--- src/rtl/regfile_scoreboard.sv ---
// Register file with write-to-read bypass and a per-register busy
// scoreboard for RAW hazard detection at issue.
module regfile_scoreboard #(
  parameter int DATA_W   = 8,
  parameter int ADDR_W   = 2,
  parameter bit ZERO_REG = 1'b0,
  parameter bit BYPASS   = 1'b1,
  localparam int DEPTH   = 1 << ADDR_W
) (
  input  logic              clk,
  input  logic              rst,
  input  logic [ADDR_W-1:0] rd_addr_a,
  output logic [DATA_W-1:0] rd_data_a,
  output logic              rd_busy_a,
  input  logic [ADDR_W-1:0] rd_addr_b,
  output logic [DATA_W-1:0] rd_data_b,
  output logic              rd_busy_b,
  input  logic              wr_en,
  input  logic [ADDR_W-1:0] wr_addr,
  input  logic [DATA_W-1:0] wr_data,
  input  logic              rsv_en,
  input  logic [ADDR_W-1:0] rsv_addr,
  input  logic              flush,
  output logic [DEPTH-1:0]  busy_vec,
  output logic [ADDR_W:0]   busy_cnt
);

  logic [DATA_W-1:0] regs_q [DEPTH];
  logic [DEPTH-1:0]  busy_q, busy_d;
  logic [ADDR_W:0]   cnt_q, cnt_d;
  logic              wr_ok, rsv_ok;

  // Hardwired R0 swallows writes and reservations entirely.
  assign wr_ok  = wr_en &&
                  !(ZERO_REG && wr_addr == '0);
  assign rsv_ok = rsv_en &&
                  !(ZERO_REG && rsv_addr == '0);

  always_comb begin
    busy_d = flush ? '0 : busy_q;
    if (wr_ok)
      busy_d[wr_addr] = 1'b0;
    if (rsv_ok)
      busy_d[rsv_addr] = 1'b1;
  end

  always_comb begin
    cnt_d = '0;
    for (int i = 0; i < DEPTH; i++)
      cnt_d = cnt_d + {{ADDR_W{1'b0}}, busy_d[i]};
  end

  always_ff @(posedge clk or posedge rst) begin
    if (rst) begin
      for (int i = 0; i < DEPTH; i++)
        regs_q[i] <= '0;
      busy_q <= '0;
      cnt_q  <= '0;
    end else begin
      if (wr_ok)
        regs_q[wr_addr] <= wr_data;
      busy_q <= busy_d;
      cnt_q  <= cnt_d;
    end
  end

  always_comb begin
    rd_data_a = regs_q[rd_addr_a];
    rd_busy_a = busy_q[rd_addr_a];
    if (ZERO_REG && rd_addr_a == '0) begin
      rd_data_a = '0;
      rd_busy_a = 1'b0;
    end else if (BYPASS && wr_ok &&
                 wr_addr == rd_addr_a) begin
      rd_data_a = wr_data;
      rd_busy_a = 1'b0;
    end
  end

  always_comb begin
    rd_data_b = regs_q[rd_addr_b];
    rd_busy_b = busy_q[rd_addr_b];
    if (ZERO_REG && rd_addr_b == '0) begin
      rd_data_b = '0;
      rd_busy_b = 1'b0;
    end else if (BYPASS && wr_ok &&
                 wr_addr == rd_addr_b) begin
      rd_data_b = wr_data;
      rd_busy_b = 1'b0;
    end
  end

  assign busy_vec = busy_q;
  assign busy_cnt = cnt_q;

endmodule

--- config.mk ---
export PLATFORM = sky130hd
export DESIGN_NAME = regfile_scoreboard
export DESIGN_NICKNAME = d
export VERILOG_FILES = /design/src/rtl/regfile_scoreboard.sv
export SDC_FILE = /design/constraint.sdc
export NUM_CORES = 1
export LEC_CHECK = 0
export CORE_MARGIN = 4
export CORE_UTILIZATION = 31
export CTS_BUF_LIST = sky130_fd_sc_hd__clkbuf_4
export DETAILED_ROUTE_END_ITERATION = 8
export PLACE_DENSITY = 0.5
export SYNTH_ARGS = -nofsm -noshare
export SYNTH_HDL_FRONTEND = slang
export SYNTH_SLANG_ARGS = --single-unit
--- constraint.sdc ---
create_clock -name clk -period 1.96 [get_ports clk]
set_input_delay 0.196 -clock clk [delete_from_list [all_inputs] [get_ports clk]]
set_output_delay 0.196 -clock clk [all_outputs]
set_load 0.01 [all_outputs]
==> results of run 1 <==
## registers in the layout, summed over array words and instances, names as in the netlist
signal / count
regs_q: 32
busy_vec: 4
busy_cnt: 3
## layout by cell type, fill, tap and decap left out, types with 2 or more instances in the layout
cell type and n:
o21ai_0 2, dfrtp_1 39, nand3b_1 3, ha_1 2, dlygate4sd2_1 7, nand3_2 2
buf_2 6, nand3b_2 2, mux4_2 17, mux2_2 46, buf_12 4, xnor2_1 2
buf_6 9, clkdlybuf4s50_1 20, xnor2_2 2, buf_4 18, clkinv_1 2, inv_1 3
clkbuf_4 6, clkbuf_2 12, mux2_4 2
## where the power goes
| group | leakage [uW] | switching [uW] | total (uW) | internal (uW) |
|---|---|---|---|---|
| registers | 0.000470 | 103 | 1050 | 945 |
| logic | 0.000829 | 292 | 786 | 494 |
| clock network | 0.0000307 | 259 | 406 | 147 |
## synth_stat cells
cell and instances:
o21ai_0 3, nor3b_4 1, nand3b_2 2, mux4_2 16
fa_1 1, nand3_2 2, ha_1 2, dfrtp_1 39
o32ai_1 1, nand3b_1 3, buf_4 1, and2_1 2
nand3_1 1, nand2b_1 1, buf_6 6, mux4_1 2
xnor2_1 4, mux2_4 2, nand2_1 1, inv_1 3
mux2_2 46
## timing repair
item	4_1_cts	5_1_grt
pin swaps	2	0
endpoints found under the setup margin	19	15
buffers inserted	7	0
cloned	1	0
resized for setup	66	15
hold endpoints to repair	0	0
## final timing paths
check / cells past startpoint / end / slack, ns
setup / recovery: 3 / rd_data_a[3] / 0.1
hold / removal: 3 / regs_q[9]$_DFFE_PP0P_ / 0.27
setup reg to reg: 6 / busy_cnt[1]$_DFF_PP0_ / 0.18
hold reg to reg: 1 / regs_q[12]$_DFFE_PP0P_ / 0.53
max in group asynchronous: 3 / regs_q[28]$_DFFE_PP0P_ / 1.33
min in group clk: 3 / busy_vec[1]$_DFF_PP0_ / 0.47
## kinds of logic (layout without fill, tap and decap cells)
group,count (synthesis),count (layout),share of synthesized area (%)
AOI/OAI and AO/OA,4,4,1.062
buffers and inverters,10,88,3.857
and+or+nand+nor,13,13,4.975
adders and majority gates,3,3,2.012
muxes,66,66,42.93
xor gates and xnor gates,4,4,1.565
DFF,39,39,43.60
## per-stage QoR
stage | total power [uW] | setup slack (ns) | std cells | utilization (%)
after floorplan | 1514 | 0.06173 | 139 | -
after CTS | 2323 | 0.005183 | 313 | 45.31
after global placement | 1873 | -0.4506 | 297 | 42.55
final | 2239 | 0.09654 | 313 | 44.17
after global routing | 2376 | 0.02465 | 313 | 44.17
after detailed placement | 1906 | -0.4528 | 297 | 42.55
## worst register-to-register path, cell delays in order, from the launching register on
cell,delay [ns]
dfrtp_1,0.37
inv_1,0.04
o32ai_1,0.25
buf_4,0.16
fa_1,0.39
ha_1,0.20
ha_1,0.27
## metal layers
metal	wire length, microns	part of all wire [%]	vias to the layer above
li1	-	-	691
met1	2697	44	796
met2	3148	51	32
met3	173	2.8	10
met4	96	1.6	0
met5	0	0	-
## cell type report
type / count / area [sq um] / share of cell area, %
flip-flops and latches: 39 / 975.9 / 31.99
inverters: 3 / 11.26 / 0.3692
repair buffers: 77 / 700.7 / 22.97
multi-input cells: 90 / 1190 / 39.01
well taps: 96 / 120.1 / 3.938
clock buffers: 6 / 45.04 / 1.477
clock inverters: 2 / 7.507 / 0.2461
==> results.toml, run 1 <==
[floorplanning]
io_pins = 46
dieArea_sq_um = 8644
dieWidth_microns = 92.98
start_util_pct = 32.41
fp.dieH_microns = 92.98
rows = 30
core_area_sq_um = 6907

[route]
vias_per_cell = 4.885
remaining_drc_errors = 0
drtAntennaViolNets = 0
drt-total-wl_microns = 6115
wl_per_cell_microns = 19.54
dr_total_vias = 1529
drt_first_pass_iters = 4
drt_iter0_markers = 27

[setup_path]
cp.required_ns = 1.76
critical_path.top_delay_family = "multiplexers"
worstSetupEndpointType = "output pin"
crit_type = "flop to output pin"
cpMaxStageDelayCell = "mux4_2"
crit_buf_inv = 1
crit_fanout = 3
arrival_ns = 1.67
cp_cell_sequence = "mux4_2, mux2_2, buf_2"
startpoint_type = "flop"
startpoint = "regs_q[3]$_DFFE_PP0P_"
r2r-start = "busy_vec[0]$_DFF_PP0_"
slowest_delay_ns = 0.48

[sta]
fin_crit_ns = 1.863
hold_violations = 0
grt_setup_unrepaired = "false"
finClkSkew_ns = 0.0008057
tightestPinTransition_ns = 0.5200
setup_viol = 0
holdWs_ns = 0.2698
fin_crit_sh_pct = 95.07
slew_headroom_pct = 65.33
max_freq_ghz = 0.5366
fin_setup_tns_ns = 0
finalMaxSlewViolations = 0

[outcome]
status = "complete, no violations"

[synth]
synth_top_cell_by_area = "dfrtp_1"
syn_avg_cell_area_sq_um = 16.10
ys_seq_area_share_pct = 43.60
ys_ff_latch = 39
ys_types = 21
synth_nets = 163
synth_top_area_share_pct = 43.60
yosysWarnings = 0
ys_top_cells_by_area = "dfrtp_1 44%, mux2_2 23%, mux4_2 16%, buf_6 3.0%, mux4_1 2.3%"
syn_inst = 139
syn-cell-area_sq_um = 2238

[clocking]
cts-buffers-inserted = 5
cts.path.max_buffers = 2
cts_tree = "built"
insertion_delay_ns = 0.35
cts_num_sinks = 39
root_buffer = "clkbuf_4"
clk_pin_slew_ns = 0.11
htreeDepth = 2
cts_hold_buf = 0

[placed_design]
portBuffers = 45
dpl_cell_area_sq_um = 2939
gp_congestion = 0.7854
dp_hpwl_microns = 4268

[final_layout]
drive_gt1_share_pct = 59.45
finalNetCount = 240
area_growth_pct = 36.28
diodes = 0
fillers = 681
final_area_sq_um = 3050

[global_routing]
overflow = 0
met1_usage_pct = 19.09
use_met2_pct = 25.13
grt-busiest-layer = "met2"
grt_usage_pct = 14.85
grt_pass1_vias = 1696
grt_pass1_wl_microns = 9591
grt_max_degree = 40
use_met3_pct = 3.218
antenna_found_initial = 0

[run]
drv_cap = 0

[hold_path]
hold_class = "primary input to asynchronous set/reset pin"

[pwr]
cellLeakagePower_uw = 0.001329
ir_worst_vdd_uv = 252.9
power_density_nw_per_um2 = 734.1
Note: power is estimated with default switching activity, not from simulation.
==> inputs of run 2 (changes only) <==
--- a/config.mk
+++ b/config.mk
@@ -6,10 +6,12 @@
 export NUM_CORES = 1
 export LEC_CHECK = 0
 export CORE_MARGIN = 4
-export CORE_UTILIZATION = 31
+export CORE_UTILIZATION = 53
 export CTS_BUF_LIST = sky130_fd_sc_hd__clkbuf_4
 export DETAILED_ROUTE_END_ITERATION = 8
-export PLACE_DENSITY = 0.5
+export HOLD_SLACK_MARGIN = 0.1
+export PLACE_DENSITY = 0.79
+export RECOVER_POWER = 100
 export SYNTH_ARGS = -nofsm -noshare
 export SYNTH_HDL_FRONTEND = slang
 export SYNTH_SLANG_ARGS = --single-unit
==> run 2 against run 1 <==
Against the previous run: non-clock buffer count decreased by 1; cell count fell by 15%; routed wire length is 6.7% lower; fmax down 2.4%; design area fell by 4.2%; clock power hardly changed; global-route usage increased by 8.2 points; die area fell by 38%; critical endpoint is now busy_cnt[1]$_DFF_PP0_.
==> results.toml, run 2 (synthesis gave the netlist of run 1 again) <==
[outcome]
status = "complete, no violations"

[placed_design]
dp_hpwl_microns = 4008
pre_cts_ws_ns = -0.4834
dp.cells = 249
portBuffers = 45
dpl_cell_area_sq_um = 2892
gp_congestion = 0.8834

[pwr]
cellLeakagePower_uw = 0.001293
power_density_nw_per_um2 = 763.4
ir_worst_vdd_uv = 498.5

[clocking]
insertion_delay_ns = 0.36
clk_pin_slew_ns = 0.12
cts.path.max_buffers = 2
cts_hold_buf = 0
htreeDepth = 2
cts_tree = "built"
cts_num_sinks = 39
root_buffer = "clkbuf_4"
cts-buffers-inserted = 5

[final_layout]
fin_cells = 266
drive_gt1_share_pct = 56.02
diodes = 0
fillers = 277
final_common_cell = "mux2_2"
largest_reg_flops = 32
area_growth_pct = 30.58
fin_util_pct = 72.55
final_area_sq_um = 2923
final_cell_mix = "46 x mux2_2, 39 x dfrtp_1, 20 x buf_4"
finalNetCount = 239
max_flop_register = "regs_q"

[sta]
setup_ws_ns = 0.04998
setup_viol = 0
fin_crit_sh_pct = 97.45
fin_crit_ns = 1.910
finalMaxSlewViolations = 0
finClkSkew_ns = 0.009576
tightestPinTransition_ns = 0.9603
hold_violations = 0
max_freq_ghz = 0.5236
slew_headroom_pct = 35.98

[setup_path]
slowest_delay_ns = 0.42
worstSetupEndpointType = "flop"
crit_type = "flop to flop"
cp.required_ns = 2.20
startpoint = "busy_vec[0]$_DFF_PP0_"
startpoint_type = "flop"
r2r_cells = 6
cp_cell_sequence = "inv_1, o32ai_1, buf_4, fa_1, ha_2, ha_1"
r2r-start = "busy_vec[0]$_DFF_PP0_"
cpMaxStageDelayCell = "dfrtp_1"
r2r_end = "busy_cnt[1]$_DFF_PP0_"
ff2ff_setup_slack_ns = 0.05
arrival_ns = 2.15
endpoint = "busy_cnt[1]$_DFF_PP0_"
crit_fanout = 4

[global_routing]
grt_usage_pct = 23.01
grt_max_degree = 40
overflow = 0
antenna_found_initial = 0
grt_pass1_wl_microns = 8783
grt_pass1_vias = 1697

[floorplanning]
dieArea_sq_um = 5327
fp.dieH_microns = 72.99
start_util_pct = 55.56
io_pins = 46
rows = 23
dieWidth_microns = 72.99
core_area_sq_um = 4029

[route]
wl_per_cell_microns = 21.45
drt-total-wl_microns = 5707
drt_first_pass_iters = 4
drt_iter0_markers = 47
vias_per_cell = 5.940
dr_total_vias = 1580
drtAntennaViolNets = 0
remaining_drc_errors = 0

[hold_path]
hold_class = "primary input to flop"

[run]
drv_cap = 0
==> run 2: stage by stage <==
step / power, uW / setup TNS [ns] / hold slack (ns)
6_report: 2231 / 0 / 0.5036
4_1_cts: 2270 / 0 / 0.2576
3_5_place_dp: 1905 / -8.459 / 0.5122
2_1_floorplan: 1514 / 0 / 0.3457
5_1_grt: 2349 / -0.01847 / 0.5342
3_3_place_gp: 1861 / -7.599 / 0.5001
==> run 2: worst max-delay path, delay by kind of cell, from the launching register on <==
| kind | cells | cell delay, ns |
|---|---|---|
| buffers and inverters | 2 | 0.25 |
| adder cells (fa/ha/maj) | 3 | 0.87 |
| flip-flops | 1 | 0.42 |
| AO/OA/AOI/OAI | 1 | 0.28 |
==> run 2: per-layer routing <==
metal  up-vias  share of wire (%)  wire [microns]  track usage, %
met5         -                  0               0               0
li1        695                  -               -               -
met2        53                 50            2872           37.54
met4         0                1.6              89           6.762
met3         8                5.5             315           6.474
met1       824                 43            2430           30.01
==> run 2: layout make-up <==
class,count,area [sq um],area share [%]
Multi-Input combinational cell,90,1167,39.94
Clock buffer,6,45.04,1.541
Timing Repair Buffer,76,653.1,22.35
Clock inverter,2,7.507,0.2568
Tap cell,50,62.56,2.140
Sequential cell,39,975.9,33.39
Inverter,3,11.26,0.3853
==> run 2: timing repair <==
item | in CTS | in global routing
gates cloned | 1 | 0
resized for setup | 46 | 22
setup buffers | 3 | 5
setup endpoints to repair | 20 | 18
pin swaps | 0 | 0
endpoints found under the hold margin | 0 | 0
==> run 2: how the worst min path moves through the flow <==
stage | from | to | slack [ns] | depth (start not counted)
6_report | wr_addr[0] | busy_vec[1]$_DFF_PP0_ | 0.50 | 4
3_5_place_dp | regs_q[1]$_DFFE_PP0P_ | regs_q[1]$_DFFE_PP0P_ | 0.51 | 1
5_1_grt | wr_addr[0] | busy_vec[3]$_DFF_PP0_ | 0.53 | 4
4_1_cts | rst | regs_q[25]$_DFFE_PP0P_ | 0.26 | 3
3_3_place_gp | regs_q[15]$_DFFE_PP0P_ | regs_q[15]$_DFFE_PP0P_ | 0.50 | 1
2_1_floorplan | rsv_addr[1] | busy_vec[0]$_DFF_PP0_ | 0.35 | 1
==> run 2: where the power goes <==
part | switching, uW | internal, uW | leakage (uW)
Clock | 262 | 147 | 0.0000307
Sequential | 98.6 | 945 | 0.000470
Combinational | 298 | 481 | 0.000792
Total | 659 | 1570 | 0.00129
